### config.mk
export PLATFORM = sky130hd
export DESIGN_NAME = id_stage_hz_flat
export DESIGN_NICKNAME = d
export VERILOG_FILES = /design/src/rtl/id_stage_hz_if.sv /design/src/rtl/id_stage_hz.sv /design/src/flat_wrapper.sv
export SDC_FILE = /design/constraint.sdc
export NUM_CORES = 2
export LEC_CHECK = 0
export CAP_MARGIN = 20
export CORE_ASPECT_RATIO = 1.75
export CORE_MARGIN = 2
export CORE_UTILIZATION = 62
export CTS_BUF_LIST = sky130_fd_sc_hd__clkbuf_4
export CTS_CLUSTER_DIAMETER = 200
export DETAILED_ROUTE_END_ITERATION = 10
export PLACE_DENSITY = 0.82
export REMOVE_ABC_BUFFERS = 1
export SLEW_MARGIN = 20
export SYNTH_ARGS = -nofsm -noshare
export SYNTH_HDL_FRONTEND = slang
export SYNTH_SLANG_ARGS = --single-unit
### constraint.sdc
create_clock -name clk -period 3.3 [get_ports clk]
set_input_delay 0.66 -clock clk [delete_from_list [all_inputs] [get_ports clk]]
set_output_delay 0.66 -clock clk [all_outputs]
set_load 0.05 [all_outputs]
### src/rtl/id_stage_hz_if.sv
// -----------------------------------------------------------------------------
// id_stage_hz_if
// Bundles every non-clock/reset signal of the ID stage.
//   slave  : the decode stage itself (consumes IF/ID, WB, EX; drives ID/EX)
//   master : the surrounding pipeline / testbench
// Signal groups:
//   IF/ID   : stall, flush, if_valid, pc, ir
//   WB      : wb_we, wb_rd, wb_data
//   EX      : ex_memread, ex_rd
//   hazard  : hazard_stall (combinational load-use request to IF)
//   ID/EX   : dx_valid, mem_to_reg, reg_write, mem_read, mem_write, branch,
//             branch_ne, jump, alu_ctr, jt, dx_pc, npc, a, b, store_data,
//             imm_ext, rd, illegal
// -----------------------------------------------------------------------------
interface id_stage_hz_if #(
  parameter int XLEN = 32
) ();
  logic            stall;
  logic            flush;
  logic            if_valid;
  logic [XLEN-1:0] pc;
  logic [31:0]     ir;
  logic            wb_we;
  logic [4:0]      wb_rd;
  logic [XLEN-1:0] wb_data;
  logic            ex_memread;
  logic [4:0]      ex_rd;

  logic            hazard_stall;
  logic            dx_valid;
  logic            mem_to_reg;
  logic            reg_write;
  logic            mem_read;
  logic            mem_write;
  logic            branch;
  logic            branch_ne;
  logic            jump;
  logic [2:0]      alu_ctr;
  logic [XLEN-1:0] jt;
  logic [XLEN-1:0] dx_pc;
  logic [XLEN-1:0] npc;
  logic [XLEN-1:0] a;
  logic [XLEN-1:0] b;
  logic [XLEN-1:0] store_data;
  logic [XLEN-1:0] imm_ext;
  logic [4:0]      rd;
  logic            illegal;

  modport slave (
    input  stall, flush, if_valid, pc, ir, wb_we, wb_rd, wb_data,
           ex_memread, ex_rd,
    output hazard_stall, dx_valid, mem_to_reg, reg_write, mem_read, mem_write,
           branch, branch_ne, jump, alu_ctr, jt, dx_pc, npc, a, b,
           store_data, imm_ext, rd, illegal
  );

  modport master (
    output stall, flush, if_valid, pc, ir, wb_we, wb_rd, wb_data,
           ex_memread, ex_rd,
    input  hazard_stall, dx_valid, mem_to_reg, reg_write, mem_read, mem_write,
           branch, branch_ne, jump, alu_ctr, jt, dx_pc, npc, a, b,
           store_data, imm_ext, rd, illegal
  );
endinterface

### src/rtl/id_stage_hz.sv
// -----------------------------------------------------------------------------
// id_stage_hz
// Instruction-decode stage of a 5-stage MIPS-subset pipeline. Holds the
// register file (with WB->ID same-cycle bypass), detects load-use hazards,
// and registers decoded control/data into the ID/EX boundary with
// stall-hold and bubble insertion.
// Ports:
//   clk  : single clock
//   rst  : synchronous, active-high reset (clears ID/EX and register file)
//   bus  : id_stage_hz_if.slave, see the interface for the signal list
// Parameters:
//   XLEN     : datapath / PC width (>= 32)
//   NREG     : implemented registers (<= 32); higher indices read 0
//   LINK_REG : jal destination register
// -----------------------------------------------------------------------------
module id_stage_hz #(
  parameter int XLEN     = 32,
  parameter int NREG     = 32,
  parameter int LINK_REG = 31
) (
  input  logic         clk,
  input  logic         rst,
  id_stage_hz_if.slave bus
);

  typedef enum logic [5:0] {
    OP_RTYPE = 6'd0,
    OP_J     = 6'd2,
    OP_JAL   = 6'd3,
    OP_BEQ   = 6'd4,
    OP_BNE   = 6'd5,
    OP_ADDI  = 6'd8,
    OP_LW    = 6'd35,
    OP_SW    = 6'd43
  } opcode_e;

  typedef enum logic [5:0] {
    FN_JR  = 6'd8,
    FN_ADD = 6'd32,
    FN_SUB = 6'd34,
    FN_AND = 6'd36,
    FN_OR  = 6'd37,
    FN_XOR = 6'd38,
    FN_SLT = 6'd42
  } funct_e;

  typedef enum logic [2:0] {
    ALU_ADD = 3'd0,
    ALU_SUB = 3'd1,
    ALU_AND = 3'd2,
    ALU_OR  = 3'd3,
    ALU_SLT = 3'd4,
    ALU_CMP = 3'd5,
    ALU_XOR = 3'd6
  } alu_e;

  typedef struct packed {
    logic            valid;
    logic            mem_to_reg;
    logic            reg_write;
    logic            mem_read;
    logic            mem_write;
    logic            branch;
    logic            branch_ne;
    logic            jump;
    logic            illegal;
    logic [2:0]      alu_ctr;
    logic [4:0]      rd;
    logic [XLEN-1:0] jt;
    logic [XLEN-1:0] pc;
    logic [XLEN-1:0] npc;
    logic [XLEN-1:0] a;
    logic [XLEN-1:0] b;
    logic [XLEN-1:0] store_data;
    logic [XLEN-1:0] imm_ext;
  } idex_t;

  // ---------------------------------------------------------------------------
  // Field extraction
  // ---------------------------------------------------------------------------
  logic [5:0]      w_op;
  logic [5:0]      w_fn;
  logic [4:0]      w_rs;
  logic [4:0]      w_rt;
  logic [XLEN-1:0] w_imm_ext;
  logic [XLEN-1:0] w_pc4;
  logic            w_unused;

  assign w_op      = bus.ir[31:26];
  assign w_fn      = bus.ir[5:0];
  assign w_rs      = bus.ir[25:21];
  assign w_rt      = bus.ir[20:16];
  assign w_imm_ext = {{(XLEN-16){bus.ir[15]}}, bus.ir[15:0]};
  assign w_pc4     = bus.pc + XLEN'(4);   // wraps modulo 2^XLEN
  assign w_unused  = ^bus.ir[10:6];       // shamt: no shift ops in this subset

  // ---------------------------------------------------------------------------
  // Register file. Entries at or above NREG do not exist and read as zero.
  // ---------------------------------------------------------------------------
  logic            w_wb_wr;
  logic [XLEN-1:0] w_rf [32];

  // A write to r0 or to a non-existent register is dropped, so it must not
  // be bypassed either.
  assign w_wb_wr = bus.wb_we && (bus.wb_rd != 5'd0) && (int'(bus.wb_rd) < NREG);
  assign w_rf[0] = '0;

  for (genvar gi = 1; gi < 32; gi++) begin : g_rf
    if (gi < NREG) begin : g_impl
      logic [XLEN-1:0] r_q;
      // NOTE: the register file is cleared on reset because software may read
      // a register before writing it and expects 0; this rules out RAM macros.
      // NOTE: sequential state uses non-blocking assignments so every flop
      // samples pre-edge values regardless of process evaluation order.
      always_ff @(posedge clk) begin
        if (rst) begin
          r_q <= '0;
        end else if (w_wb_wr && (bus.wb_rd == 5'(gi))) begin
          r_q <= bus.wb_data;
        end
      end
      assign w_rf[gi] = r_q;
    end else begin : g_none
      assign w_rf[gi] = '0;
    end
  end

  // WB result written this edge is forwarded so ID never reads a stale value.
  logic [XLEN-1:0] w_rs_val;
  logic [XLEN-1:0] w_rt_val;

  assign w_rs_val = (w_wb_wr && (bus.wb_rd == w_rs)) ? bus.wb_data : w_rf[w_rs];
  assign w_rt_val = (w_wb_wr && (bus.wb_rd == w_rt)) ? bus.wb_data : w_rf[w_rt];

  // ---------------------------------------------------------------------------
  // Load-use hazard: a lw in EX produces its value too late for this decode.
  // ---------------------------------------------------------------------------
  logic w_uses_rt;
  logic w_hazard;

  assign w_uses_rt = (w_op == OP_RTYPE) || (w_op == OP_BEQ) ||
                     (w_op == OP_BNE)   || (w_op == OP_SW);
  assign w_hazard  = !rst && bus.if_valid && bus.ex_memread &&
                     (bus.ex_rd != 5'd0) &&
                     ((bus.ex_rd == w_rs) || (w_uses_rt && (bus.ex_rd == w_rt)));

  // ---------------------------------------------------------------------------
  // Decode
  // ---------------------------------------------------------------------------
  idex_t w_dec;
  idex_t w_bubble;

  // NOTE: every field gets a default before the case so no path leaves a
  // combinational output unassigned, which would otherwise infer a latch.
  always_comb begin
    w_dec            = '0;
    w_dec.valid      = 1'b1;
    w_dec.pc         = bus.pc;
    w_dec.npc        = w_pc4;
    w_dec.a          = w_rs_val;
    w_dec.b          = w_rt_val;
    w_dec.store_data = w_rt_val;
    w_dec.imm_ext    = w_imm_ext;
    w_dec.alu_ctr    = ALU_ADD;
    w_dec.jt         = {w_pc4[XLEN-1:28], bus.ir[25:0], 2'b00};

    case (w_op)
      OP_RTYPE: begin
        w_dec.rd        = bus.ir[15:11];
        w_dec.reg_write = 1'b1;
        case (w_fn)
          FN_ADD:  w_dec.alu_ctr = ALU_ADD;
          FN_SUB:  w_dec.alu_ctr = ALU_SUB;
          FN_AND:  w_dec.alu_ctr = ALU_AND;
          FN_OR:   w_dec.alu_ctr = ALU_OR;
          FN_XOR:  w_dec.alu_ctr = ALU_XOR;
          FN_SLT:  w_dec.alu_ctr = ALU_SLT;
          FN_JR: begin
            w_dec.rd        = 5'd0;
            w_dec.reg_write = 1'b0;
            w_dec.jump      = 1'b1;
            w_dec.jt        = w_rs_val;
          end
          default: begin
            w_dec.rd        = 5'd0;
            w_dec.reg_write = 1'b0;
            w_dec.illegal   = 1'b1;
          end
        endcase
      end
      OP_LW: begin
        w_dec.b          = w_imm_ext;
        w_dec.rd         = w_rt;
        w_dec.mem_read   = 1'b1;
        w_dec.mem_to_reg = 1'b1;
        w_dec.reg_write  = 1'b1;
      end
      OP_SW: begin
        w_dec.b         = w_imm_ext;
        w_dec.mem_write = 1'b1;
      end
      OP_BEQ, OP_BNE: begin
        w_dec.branch    = 1'b1;
        w_dec.branch_ne = w_op[0];
        w_dec.alu_ctr   = ALU_CMP;
      end
      OP_ADDI: begin
        w_dec.b         = w_imm_ext;
        w_dec.rd        = w_rt;
        w_dec.reg_write = 1'b1;
      end
      OP_J: begin
        w_dec.jump = 1'b1;
      end
      OP_JAL: begin
        // Link value travels down the ALU as pc+4+0; WB does the write.
        w_dec.jump      = 1'b1;
        w_dec.rd        = 5'(LINK_REG);
        w_dec.a         = w_pc4;
        w_dec.b         = '0;
        w_dec.reg_write = 1'b1;
      end
      default: begin
        w_dec.illegal = 1'b1;
      end
    endcase
  end

  // A bubble keeps the decoded data fields (don't-care) but kills every
  // control that could change architectural state or redirect fetch.
  always_comb begin
    w_bubble           = w_dec;
    w_bubble.valid     = 1'b0;
    w_bubble.reg_write = 1'b0;
    w_bubble.mem_read  = 1'b0;
    w_bubble.mem_write = 1'b0;
    w_bubble.branch    = 1'b0;
    w_bubble.jump      = 1'b0;
    w_bubble.illegal   = 1'b0;
  end

  // ---------------------------------------------------------------------------
  // ID/EX register: rst > stall (hold) > bubble > normal load
  // ---------------------------------------------------------------------------
  idex_t r_dx;

  always_ff @(posedge clk) begin
    if (rst) begin
      r_dx <= '0;
    end else if (bus.stall) begin
      r_dx <= r_dx;
    end else if (bus.flush || !bus.if_valid || w_hazard) begin
      r_dx <= w_bubble;
    end else begin
      r_dx <= w_dec;
    end
  end

  assign bus.hazard_stall = w_hazard;
  assign bus.dx_valid     = r_dx.valid;
  assign bus.mem_to_reg   = r_dx.mem_to_reg;
  assign bus.reg_write    = r_dx.reg_write;
  assign bus.mem_read     = r_dx.mem_read;
  assign bus.mem_write    = r_dx.mem_write;
  assign bus.branch       = r_dx.branch;
  assign bus.branch_ne    = r_dx.branch_ne;
  assign bus.jump         = r_dx.jump;
  assign bus.alu_ctr      = r_dx.alu_ctr;
  assign bus.jt           = r_dx.jt;
  assign bus.dx_pc        = r_dx.pc;
  assign bus.npc          = r_dx.npc;
  assign bus.a            = r_dx.a;
  assign bus.b            = r_dx.b;
  assign bus.store_data   = r_dx.store_data;
  assign bus.imm_ext      = r_dx.imm_ext;
  assign bus.rd           = r_dx.rd;
  assign bus.illegal      = r_dx.illegal;

endmodule

### src/flat_wrapper.sv
// flat-port wrapper written by rule: the top's interface ports become plain ports
module id_stage_hz_flat 
#(
  parameter int XLEN     = 32,
  parameter int NREG     = 32,
  parameter int LINK_REG = 31
)
  (clk, rst, bus_stall, bus_flush, bus_if_valid, bus_pc, bus_ir, bus_wb_we, bus_wb_rd, bus_wb_data, bus_ex_memread, bus_ex_rd, bus_hazard_stall, bus_dx_valid, bus_mem_to_reg, bus_reg_write, bus_mem_read, bus_mem_write, bus_branch, bus_branch_ne, bus_jump, bus_alu_ctr, bus_jt, bus_dx_pc, bus_npc, bus_a, bus_b, bus_store_data, bus_imm_ext, bus_rd, bus_illegal);
  id_stage_hz_if #(.XLEN(XLEN)) bus_i ();
  input  logic clk;
  input  logic rst;
  input wire logic [$bits(bus_i.stall)-1:0] bus_stall;
  input wire logic [$bits(bus_i.flush)-1:0] bus_flush;
  input wire logic [$bits(bus_i.if_valid)-1:0] bus_if_valid;
  input wire logic [$bits(bus_i.pc)-1:0] bus_pc;
  input wire logic [$bits(bus_i.ir)-1:0] bus_ir;
  input wire logic [$bits(bus_i.wb_we)-1:0] bus_wb_we;
  input wire logic [$bits(bus_i.wb_rd)-1:0] bus_wb_rd;
  input wire logic [$bits(bus_i.wb_data)-1:0] bus_wb_data;
  input wire logic [$bits(bus_i.ex_memread)-1:0] bus_ex_memread;
  input wire logic [$bits(bus_i.ex_rd)-1:0] bus_ex_rd;
  output wire logic [$bits(bus_i.hazard_stall)-1:0] bus_hazard_stall;
  output wire logic [$bits(bus_i.dx_valid)-1:0] bus_dx_valid;
  output wire logic [$bits(bus_i.mem_to_reg)-1:0] bus_mem_to_reg;
  output wire logic [$bits(bus_i.reg_write)-1:0] bus_reg_write;
  output wire logic [$bits(bus_i.mem_read)-1:0] bus_mem_read;
  output wire logic [$bits(bus_i.mem_write)-1:0] bus_mem_write;
  output wire logic [$bits(bus_i.branch)-1:0] bus_branch;
  output wire logic [$bits(bus_i.branch_ne)-1:0] bus_branch_ne;
  output wire logic [$bits(bus_i.jump)-1:0] bus_jump;
  output wire logic [$bits(bus_i.alu_ctr)-1:0] bus_alu_ctr;
  output wire logic [$bits(bus_i.jt)-1:0] bus_jt;
  output wire logic [$bits(bus_i.dx_pc)-1:0] bus_dx_pc;
  output wire logic [$bits(bus_i.npc)-1:0] bus_npc;
  output wire logic [$bits(bus_i.a)-1:0] bus_a;
  output wire logic [$bits(bus_i.b)-1:0] bus_b;
  output wire logic [$bits(bus_i.store_data)-1:0] bus_store_data;
  output wire logic [$bits(bus_i.imm_ext)-1:0] bus_imm_ext;
  output wire logic [$bits(bus_i.rd)-1:0] bus_rd;
  output wire logic [$bits(bus_i.illegal)-1:0] bus_illegal;
  assign bus_i.stall = bus_stall;
  assign bus_i.flush = bus_flush;
  assign bus_i.if_valid = bus_if_valid;
  assign bus_i.pc = bus_pc;
  assign bus_i.ir = bus_ir;
  assign bus_i.wb_we = bus_wb_we;
  assign bus_i.wb_rd = bus_wb_rd;
  assign bus_i.wb_data = bus_wb_data;
  assign bus_i.ex_memread = bus_ex_memread;
  assign bus_i.ex_rd = bus_ex_rd;
  assign bus_hazard_stall = bus_i.hazard_stall;
  assign bus_dx_valid = bus_i.dx_valid;
  assign bus_mem_to_reg = bus_i.mem_to_reg;
  assign bus_reg_write = bus_i.reg_write;
  assign bus_mem_read = bus_i.mem_read;
  assign bus_mem_write = bus_i.mem_write;
  assign bus_branch = bus_i.branch;
  assign bus_branch_ne = bus_i.branch_ne;
  assign bus_jump = bus_i.jump;
  assign bus_alu_ctr = bus_i.alu_ctr;
  assign bus_jt = bus_i.jt;
  assign bus_dx_pc = bus_i.dx_pc;
  assign bus_npc = bus_i.npc;
  assign bus_a = bus_i.a;
  assign bus_b = bus_i.b;
  assign bus_store_data = bus_i.store_data;
  assign bus_imm_ext = bus_i.imm_ext;
  assign bus_rd = bus_i.rd;
  assign bus_illegal = bus_i.illegal;
  id_stage_hz #(.XLEN(XLEN), .NREG(NREG), .LINK_REG(LINK_REG)) u_core (.clk(clk), .rst(rst), .bus(bus_i));
endmodule
==> summary.md <==
| Metric | Value |
|---|---|
| FMAX | roughly 300 MHz |
| Final GP Congestion | approximately 1.0 |
| Max reg flops | between 900 and 1000 |
| First DRT Iteration DRCs | 10111 |
| Row cnt | between 150 and 200 |
| Leakage | 25.11 nW |
| Post-synthesis instance area | just over 60000 µm² |
| Routed vias/inst | ~7 |
| Core box area | about 98000 µm² |
| Hold Path Sink | u_core.bus.jt[26] |
| Worst r2r src | u_core.g_rf[27].g_impl.r_q[4] |
| First-pass GRT wire length | between 300000 and 400000 µm |
| Post-synth top area share | 0.3980 |
| Syn Inst Count | between 7000 and 8000 |
| Mean Syn Cell Area | about 8.3 µm² |
| CTS clock-pin slew for the worst setup and hold paths | 0.07 ns |
| Endpoints failing hold | 0 |
| Synth warnings | 0 |
| Most numerous cell in the Yosys netlist | nand2_1 |
| Top post-synthesis cells by area | dfxtp_1, nand2_1, mux4_2 |
| Worst Hold Class | in -> reg |
| Total GRT Usage | 0.4934 |
| Fin util | 0.7232 |
| Initial antenna violation count | 26 |
| CP Launch Type | register |
| Max Cap Viol | 0 |
| Top FF cell, synth | dfxtp_1 |
| DP Area | between 60000 and 70000 µm² |
| Flop2flop setup slack | 0.90 ns |
| Worst slew pin tran | 1.119 ns |
| GRT overflow | 0 |
| Dpl hpwl | ~160000 µm |
| CP Launch Point | u_core.bus.a[7] |
| Synth area leader | dfxtp_1 |
| Chip height | 419.3 µm |
| Vias in the first global route | 61867 |
| CP max-delay cell | clkdlybuf4s50_1 |
| CTS tree | built |
| Crit path depth | 1 |
| GRT met3 Usage | 0.2188 |
| Post-synth top cells | nand2_1, dfxtp_1, a21oi_1 |
| Met2 GRT Util | 0.7244 |
| Busiest grt layer | met2 |
| Asr flop ratio synth | 0 |
| Largest stage delay on the critical path | slightly below 0.9 ns |
| Min Hold Slack | ~0.11 ns |
| Share of layout cells above drive strength 1 | 0.1675 |
| Area of the die | between 100000 and 150000 µm² |
| Top Ports | 355 |
| Critical Path Sink Type | output pin |
| Post-Route WL | approximately 250000 µm |
| Crit path max fanout | 3 |
| Final setup violating endpoints | 2 |
| Largest net degree at the start of global routing | about 180 |
| Max clock buf depth | 4 |
| Port Buffer Count | between 300 and 400 |
| Kind of critical path | reg -> out |
| Worst path bufs/invs | 1 |
| Post-route ant nets | 0 |
| Worst Clk Skew | 0.07460 ns |
| CP required | about 2.6 ns |
| Critical Path AT | between 2 and 3 ns |
| Setup ws final | -0.01815 ns |
| # fillers | about 7100 |
| R2R depth | 6 |
| Register area | 24320 µm² |
| Max Slew Vio Count | 0 |
| Area Growth Syn to Fin | 15.91% |
| R2r endpoint | u_core.bus.jt[4] |
| Root Driver | clkbuf_4 |
| #FFs+latches synth | 1215 |
| Total clock sinks | 1215 |
| Most flops, register | u_core.g_rf.g_impl.r_q |
| Post-synth EDFFs | 0 |
| Avg WL per Cell | roughly 28 µm |
| Final Instance Area | 70830 µm² |
| Met1 global-route usage | 0.5116 |
| Vias | approximately 64000 |
| PD cells | roughly 450 nW/µm² |
| Initial Util | 0.6239 |
| Critical-path cell list | clkdlybuf4s50_1 |
| Inserted Clock Buffers | just under 300 |
| Hold Startpoint | bus_ir[24] |
| Slew headroom | 0.2516 |
| Synth unique cells | 80 |
| Final period utilization | 1.005 |
| Htree depth | 5 |
| Post-CTS setup buffers | 0 |
| Die W | 241.3 µm |
| Failing checks | setup timing |
| Status | finished, violations left |
| # nets final | between 7000 and 8000 |
| Min Tclk post-route | around 3.3 ns |
| Pre-antenna DRT Iters | 10 |
| Hold path depth | 4 |
| Drc violations | 0 |
| Multi-input logic area | roughly 33000 µm² |
| Clock Latency Late Sink | roughly 1.3 ns |
| Max rail drop VDD | between 0.0003 and 0.0004 V |
| Delay-heaviest family, CP | buffers and inverters |
| Seq/Total Area, Yosys | 0.3980 |
-- placed cells by master (no fill, tap or decap), types with 18 or more instances in the layout --
cell type	instances
diode_2	19
clkbuf_4	416
o22ai_1	146
a221o_1	33
xnor2_1	23
nor2_1	211
a311oi_1	33
dfxtp_1	1215
buf_12	99
xor2_1	26
nor2_2	20
a221oi_1	52
mux2_2	117
a21oi_1	1121
dlygate4sd2_1	21
mux2i_1	419
o221ai_1	24
clkdlybuf4s50_1	311
nor3_1	80
nand3_1	34
nand4_1	28
a22oi_1	49
buf_4	330
nor2b_1	42
a31oi_1	18
nor4_1	23
o21ai_0	133
a211oi_1	37
nand2b_1	40
mux4_2	279
nand2_1	2181
clkinv_1	43
-- how the worst max path moves through the flow --
stage | to | slack, ns
5_1_grt | bus_a[7] | -0.009
3_3_place_gp | u_core.bus.jt[4] | 0.008
6_report | bus_a[7] | -0.02
3_5_place_dp | u_core.bus.jt[4] | 0.01
2_1_floorplan | bus_imm_ext[15] | -3.12
4_1_cts | bus_store_data[9] | 0.004
-- per-stage QoR --
stage	worst slack (ns)	total power [W]	setup TNS (ns)	std cells
global placement	0.008324	0.01971	0	8661
detailed placement	0.01303	0.01976	0	8661
finish	-0.01815	0.03153	-0.01921	9142
CTS	0.003695	0.03125	0	9123
global route	-0.008809	0.03233	-0.008809	9131
floorplan	-3.116	0.01716	-160.49	6570
-- worst register-to-register path, cell delays in order (launching register included) --
cell and delay, ns:
dfxtp_1 0.33, mux4_2 0.47, mux2_2 0.29, o22ai_1 0.36, nor4_1 0.10, a21oi_1 0.50, o22ai_1 0.18
-- area by class of cell --
| class | instances | share of cell area |
|---|---|---|
| inverters | 13 | 0.0007242 |
| clock buffers | 416 | 0.04409 |
| multi-input cells | 5342 | 0.4722 |
| repair buffers | 785 | 0.1135 |
| flip-flops and latches | 1215 | 0.3434 |
| well taps | 1309 | 0.02312 |
| clock inverters | 43 | 0.002279 |
| diodes | 19 | 0.0006712 |
-- report_power, final --
group | internal (W) | switching, W
registers | 0.0149 | 0.000194
clock network | 0.00573 | 0.00613
logic | 0.00149 | 0.00308
total | 0.0221 | 0.00941
-- what timing repair did --
| action | 4_1_cts | 5_1_grt |
|---|---|---|
| hold endpoints to repair | 33 | 0 |
| gates cloned | 0 | 0 |
| resized for setup | 21 | 11 |
| endpoints found under the setup margin | 21 | 11 |
| hold buffers | 3 | 0 |
-- routing by layer --
metal,part of all wire,vias to the layer above
met3,0.16,2252
met2,0.42,5909
met4,0.12,30
li1,-,26369
met1,0.29,29338
met5,0.0011,-
-- kinds of logic after synthesis --
kind of cell / after synthesis / share of synthesized area
muxes: 815 / 0.1930
buffers and inverters: 776 / 0.05727
and+or+nand+nor: 2745 / 0.1810
DFF: 1215 / 0.3980
adders and majority gates: 1 / 0.0002047
AOI/OAI and AO/OA: 1732 / 0.1635
xor gates and xnor gates: 49 / 0.007023
Note: power is estimated with default switching activity, not from simulation.
